`src/rtl/tlb_alloc_ctrl_pkg.sv`:
```
// rtl/tlb_alloc_ctrl_pkg.sv - shared types and helpers for the TLB allocation controller
package tlb_alloc_ctrl_pkg;

  localparam int WAYS  = 16;
  localparam int WAY_W = 4;

  typedef enum logic [1:0] {
    ST_IDLE  = 2'd0,
    ST_MREQ  = 2'd1,
    ST_MWAIT = 2'd2,
    ST_RESP  = 2'd3
  } state_e;

  function automatic logic [WAY_W-1:0] onehot_to_idx(input logic [WAYS-1:0] oh);
    logic [WAY_W-1:0] idx;
    idx = '0;
    for (int i = 0; i < WAYS; i++) begin
      if (oh[i]) idx = idx | WAY_W'(i);
    end
    return idx;
  endfunction

  function automatic logic [WAYS-1:0] lowest_set(input logic [WAYS-1:0] v);
    return v & (~v + WAYS'(1));
  endfunction

endpackage

```
`src/rtl/plru_16.sv`:
```
// rtl/plru_16.sv - 16-way tree pseudo-LRU: victim select and recency update
module plru_16
  import tlb_alloc_ctrl_pkg::*;
(
  input  logic            clk,
  input  logic            rst_n,
  input  logic            hit_i,
  input  logic [WAYS-1:0] hit_sel_i,
  input  logic            wen_i,
  output logic [WAYS-1:0] victim_o
);

  // Heap-ordered node bits: node n has children 2n+1 / 2n+2; bit 0 points left.
  logic [WAYS-2:0]  tree_q, tree_d;
  logic [4:0]       node;
  logic [4:0]       leaf;
  logic [WAY_W-1:0] victim_idx;
  logic [WAY_W-1:0] acc;

  always_comb begin
    node = '0;
    for (int l = 0; l < WAY_W; l++) begin
      node = {node[3:0], 1'b0} + 5'd1 + {4'b0, tree_q[node[3:0]]};
    end
    leaf       = node - 5'd15;
    victim_idx = leaf[WAY_W-1:0];
    victim_o   = '0;
    victim_o[victim_idx] = 1'b1;
  end

  // Touching a way flips every node on its path to point at the other subtree.
  always_comb begin
    tree_d = tree_q;
    acc    = hit_i ? onehot_to_idx(hit_sel_i) : victim_idx;
    if (hit_i || wen_i) begin
      tree_d[0]                        = ~acc[3];
      tree_d[4'd1 + {3'b0, acc[3]}]    = ~acc[2];
      tree_d[4'd3 + {2'b0, acc[3:2]}]  = ~acc[1];
      tree_d[4'd7 + {1'b0, acc[3:1]}]  = ~acc[0];
    end
  end

  always_ff @(posedge clk or negedge rst_n) begin
    if (!rst_n) tree_q <= '0;
    else        tree_q <= tree_d;
  end

endmodule

```
`src/rtl/tlb_alloc_ctrl.sv`:
```
// rtl/tlb_alloc_ctrl.sv - fully-associative lookup/refill controller with victim allocation
module tlb_alloc_ctrl
  import tlb_alloc_ctrl_pkg::*;
#(
  parameter int TAG_W  = 27,
  parameter int DATA_W = 64
) (
  input  logic              clk,
  input  logic              rst_n,
  input  logic              flush,
  input  logic              req_valid,
  output logic              req_ready,
  input  logic [TAG_W-1:0]  req_tag,
  output logic              resp_valid,
  input  logic              resp_ready,
  output logic              resp_hit,
  output logic              resp_err,
  output logic [DATA_W-1:0] resp_data,
  output logic [WAY_W-1:0]  resp_way,
  output logic              ref_req_valid,
  input  logic              ref_req_ready,
  output logic [TAG_W-1:0]  ref_req_tag,
  input  logic              ref_resp_valid,
  input  logic              ref_resp_err,
  input  logic [DATA_W-1:0] ref_resp_data
);

  state_e              state_q;
  logic [WAYS-1:0]     valid_q, valid_d;
  logic [TAG_W-1:0]    tag_arr [WAYS];
  logic [DATA_W-1:0]   data_arr [WAYS];
  logic [TAG_W-1:0]    tag_q;
  logic                discard_q;
  logic                resp_hit_q, resp_err_q;
  logic [DATA_W-1:0]   resp_data_q;
  logic [WAY_W-1:0]    resp_way_q;

  logic [WAYS-1:0]     match, invalid_oh, plru_victim, victim_oh, plru_sel;
  logic [WAY_W-1:0]    victim_idx, hit_idx;
  logic                accept, hit_now, fill_ok, any_invalid, plru_hit, plru_wen;

  always_comb begin
    match = '0;
    for (int i = 0; i < WAYS; i++) begin
      match[i] = valid_q[i] && (tag_arr[i] == req_tag);
    end
  end

  assign accept      = (state_q == ST_IDLE) && req_valid && !flush;
  assign hit_now     = accept && (|match);
  assign hit_idx     = onehot_to_idx(match);
  // A flush arriving alongside the walker result also discards the fill.
  assign fill_ok     = (state_q == ST_MWAIT) && ref_resp_valid && !ref_resp_err
                       && !discard_q && !flush;
  assign any_invalid = ~&valid_q;
  assign invalid_oh  = lowest_set(~valid_q);
  assign victim_oh   = any_invalid ? invalid_oh : plru_victim;
  assign victim_idx  = onehot_to_idx(victim_oh);

  assign plru_hit = hit_now || (fill_ok && any_invalid);
  assign plru_sel = hit_now ? match : invalid_oh;
  assign plru_wen = fill_ok && !any_invalid;

  plru_16 u_plru (
    .clk       (clk),
    .rst_n     (rst_n),
    .hit_i     (plru_hit),
    .hit_sel_i (plru_sel),
    .wen_i     (plru_wen),
    .victim_o  (plru_victim)
  );

  always_comb begin
    valid_d = valid_q;
    if (flush)        valid_d = '0;
    else if (fill_ok) valid_d = valid_q | victim_oh;
  end

  always_ff @(posedge clk) begin
    if (fill_ok) begin
      tag_arr[victim_idx]  <= tag_q;
      data_arr[victim_idx] <= ref_resp_data;
    end
  end

  always_ff @(posedge clk or negedge rst_n) begin
    if (!rst_n) begin
      state_q     <= ST_IDLE;
      valid_q     <= '0;
      tag_q       <= '0;
      discard_q   <= 1'b0;
      resp_hit_q  <= 1'b0;
      resp_err_q  <= 1'b0;
      resp_data_q <= '0;
      resp_way_q  <= '0;
    end else begin
      valid_q <= valid_d;
      case (state_q)
        ST_IDLE: begin
          if (accept) begin
            tag_q     <= req_tag;
            discard_q <= 1'b0;
            if (|match) begin
              resp_hit_q  <= 1'b1;
              resp_err_q  <= 1'b0;
              resp_data_q <= data_arr[hit_idx];
              resp_way_q  <= hit_idx;
              state_q     <= ST_RESP;
            end else begin
              state_q <= ST_MREQ;
            end
          end
        end
        ST_MREQ: begin
          if (flush)         discard_q <= 1'b1;
          if (ref_req_ready) state_q   <= ST_MWAIT;
        end
        ST_MWAIT: begin
          if (flush) discard_q <= 1'b1;
          if (ref_resp_valid) begin
            resp_hit_q  <= 1'b0;
            resp_err_q  <= ref_resp_err;
            resp_data_q <= ref_resp_err ? '0 : ref_resp_data;
            resp_way_q  <= ref_resp_err ? '0 : victim_idx;
            state_q     <= ST_RESP;
          end
        end
        ST_RESP: begin
          if (resp_ready) state_q <= ST_IDLE;
        end
        default: state_q <= ST_IDLE;
      endcase
    end
  end

  assign req_ready     = (state_q == ST_IDLE) && !flush;
  assign resp_valid    = (state_q == ST_RESP);
  assign resp_hit      = resp_hit_q;
  assign resp_err      = resp_err_q;
  assign resp_data     = resp_data_q;
  assign resp_way      = resp_way_q;
  assign ref_req_valid = (state_q == ST_MREQ);
  assign ref_req_tag   = tag_q;

endmodule

```
`config.mk`:
```
export PLATFORM = sky130hd
export DESIGN_NAME = tlb_alloc_ctrl
export DESIGN_NICKNAME = d
export VERILOG_FILES = /design/src/rtl/tlb_alloc_ctrl_pkg.sv /design/src/rtl/plru_16.sv /design/src/rtl/tlb_alloc_ctrl.sv
export SDC_FILE = /design/constraint.sdc
export NUM_CORES = 2
export LEC_CHECK = 0
export ABC_AREA = 1
export BUFFER_PORTS_ARGS = -buffer_cell sky130_fd_sc_hd__buf_2
export CORE_MARGIN = 4
export CORE_UTILIZATION = 30
export CTS_BUF_LIST = sky130_fd_sc_hd__clkbuf_4
export DETAILED_ROUTE_END_ITERATION = 16
export GPL_TIMING_DRIVEN = 0
export MAX_ROUTING_LAYER = met4
export PLACE_DENSITY_LB_ADDON = 0.3
export SLEW_MARGIN = 20
export SYNTH_ARGS = -nofsm -noshare
export SYNTH_HDL_FRONTEND = slang
export SYNTH_SLANG_ARGS = --single-unit
```
`constraint.sdc`:
```
create_clock -name clk -period 10.87 [get_ports clk]
set_input_delay 1.6305 -clock clk [delete_from_list [all_inputs] [get_ports clk]]
set_output_delay 1.6305 -clock clk [all_outputs]
set_load 0.03 [all_outputs]
```
==> impl_metrics.json <==
{
  "status": "finished, final reports clean",
  "place_ws_ns": 3.93,
  "antenna_left": 0,
  "p_total_mw": 16.0,
  "fp.dieW_um": 496,
  "clock_path_buffers": 4,
  "yosysMostFrequentCell": "nand2_1",
  "ir_drop_uv": 158,
  "post-place-cells": 10601,
  "via_count": 58234,
  "io_pins": 199,
  "wl_per_cell_um": 26.2,
  "fin_crit_ns": 6.18,
  "hold-worst-slack_ns": 0.221,
  "critPathKind": "flop to flop",
  "synth_top_area_cell": "edfxtp_1",
  "drt-initial-drc-count": 7019,
  "via_per_inst": 5.13,
  "post_cts_buffers": 0,
  "postCtsHoldBufs": 0,
  "critPathBufInv": 7,
  "cp.arrival_ns": 7.21,
  "first_pass_iters": 5,
  "cts.sinks": 1587,
  "grt_usage": 0.242,
  "overflow": 0,
  "cts_max_level": 5,
  "area_delta_synth_final_pct": 17.5,
  "start_kind": "flop",
  "ys_ff_latch": 1587,
  "dpl_cell_area_mm2": 0.0787,
  "crit_top_cell": "nand2_1",
  "dieArea_mm2": 0.246,
  "cp_top_family": "simple AND/OR/NAND/NOR gates",
  "clock.fmax_ghz": 0.162,
  "critPathCaptureType": "flop",
  "finalMaxSlewViolations": 0,
  "drc": 0,
  "finalSetupViolations": 0,
  "fillers": 23916,
  "numCtsBuffers": 428,
  "dp_hpwl_um": 206000,
  "avgSynthCellArea_um2": 9.97,
  "ys_async_sr_fraction": 0.0825,
  "synthesis.area_mm2": 0.0715,
  "port_buffers": 180,
  "synth_area_leaders": "edfxtp_1 61%, nand2_1 12%, nor2_1 5.4%",
  "final_area_mm2": 0.0840,
  "worst_slack_ns": 4.69,
  "die_height_um": 496,
  "synthFlopType": "edfxtp_1",
  "hp-class": "input pin to async pin",
  "grt_max_degree": 69,
  "max_stage_delay_ns": 0.64,
  "clkTransAtPathRegs_ns": 0.07,
  "core-area_mm2": 0.236,
  "rsz0062_at_grt": "false",
  "ys_top_cells_by_count": "2,216 x nand2_1, 1,456 x edfxtp_1, 1,034 x nor2_1",
  "crit_fanout": 19,
  "tns_ns": 0,
  "synth_cell_types": 49,
  "instances_no_fill": 11354,
  "antenna_found_initial": 32,
  "row_count": 178,
  "ys_warn_count": 0,
  "yosysSeqAreaShare": 0.658,
  "insertion_delay_ns": 1.42,
  "final_util": 0.356,
  "initial_utilization": 0.303,
  "layout-drive-gt1-share": 0.148,
  "synth_edf_count": 1456,
  "skew_ns": 0.200,
  "grt_pass1_wl_um": 412000,
  "synth_top_area_frac": 0.612,
  "grt_pass1_vias": 56308,
  "finalNetCount": 7991,
  "syn_nets": 7281,
  "gp_congestion": 0.966,
  "cts_tree": "done",
  "power_density_mw_per_mm2": 190,
  "hold_viol": 0,
  "p_leak_nw": 33.0,
  "max_slew_margin": 0.227,
  "min_period_over_period": 0.568,
  "synthCells": 7171,
  "ctsResizeCount": 0,
  "drt-total-wl_um": 298000,
  "drv_cap": 0,
  "required_ns": 11.90,
  "tightest_slew_ns": 1.16,
  "cts-root-buf": "clkbuf_4",
  "crit_slowest_cell": "nor2_4"
}
[cell type report]
cell class	instances	area, um^2	area share
multi-input cells	4733	21000	0.250
flip-flops and latches	1587	47000	0.560
repair buffers	280	3160	0.0376
plain buffers	337	1640	0.0195
clock inverters	96	445	0.00530
diodes	24	60.1	0.000715
inverters	514	1930	0.0230
well taps	3150	3940	0.0469
clock buffers	633	4750	0.0566
[state kept, by name (all words and copies together) (netlist names), 2 cells and up]
register       cells
resp_data         64
u_plru.tree_q     15
state_q            2
valid_q           16
data_arr        1024
ref_req_tag       27
resp_way           4
tag_arr          432
[layout by cell type, fill, tap and decap left out, types with 4 or more instances in the layout]
cell,instances
o31ai_1,20
nor2_4,17
inv_2,36
buf_2,290
nor2_1,1017
nor2_2,10
clkinv_1,75
nand3_2,4
dfrtp_1,104
buf_1,19
o21bai_1,6
inv_1,482
nand4_1,47
buf_12,66
diode_2,24
dfrtp_2,27
nand2_1,2216
o221ai_1,123
o21ai_0,512
clkbuf_1,153
buf_6,11
nand3b_1,22
ha_1,11
buf_16,33
o211ai_1,51
a2bb2oi_1,12
o21ai_1,49
nand3_1,233
a21oi_1,202
xnor2_1,41
and2_1,4
nand2_2,8
clkinv_2,9
nor3_1,87
buf_4,40
xor2_1,14
clkbuf_4,633
edfxtp_1,1456
[routing by layer]
layer | up-vias | wire length (um) | GRT usage
met5 | - | 0 | -
met4 | 0 | 14400 | 0.108
met3 | 699 | 27400 | 0.0466
met2 | 3201 | 137000 | 0.379
met1 | 28363 | 119000 | 0.306
li1 | 25971 | - | -
[logic make-up after synthesis]
logic type,count (synthesis),share of synthesized area
compound gates,988,0.0796
flops,1587,0.658
xor+xnor,55,0.00674
fa+ha+maj,11,0.00193
simple gates,3679,0.204
buf+inv,851,0.0500
[final timing paths]
kind	slack, ns	startpoint	end	cells after the start
setup reg to reg	4.69	u_plru.tree_q[0]$_DFFE_PN0P_	data_arr[10][4]$_DFFE_PP_	25
hold reg to reg	0.49	u_plru.tree_q[10]$_DFFE_PN0P_	u_plru.tree_q[10]$_DFFE_PN0P_	2
min in group clk	0.48	ref_resp_err	resp_err$_DFFE_PN0P_	3
max in group asynchronous	9.60	rst_n	ref_req_tag[22]$_DFFE_PN0P_	2
setup / recovery	4.69	u_plru.tree_q[0]$_DFFE_PN0P_	data_arr[10][4]$_DFFE_PP_	25
hold / removal	0.22	rst_n	resp_data[47]$_DFFE_PN0P_	1
[power breakdown]
part / internal [mW] / switching, mW
clock network: 2.68 / 2.59
logic: 0.788 / 2.31
registers: 7.09 / 0.502
Note: power is estimated with default switching activity, not from simulation.
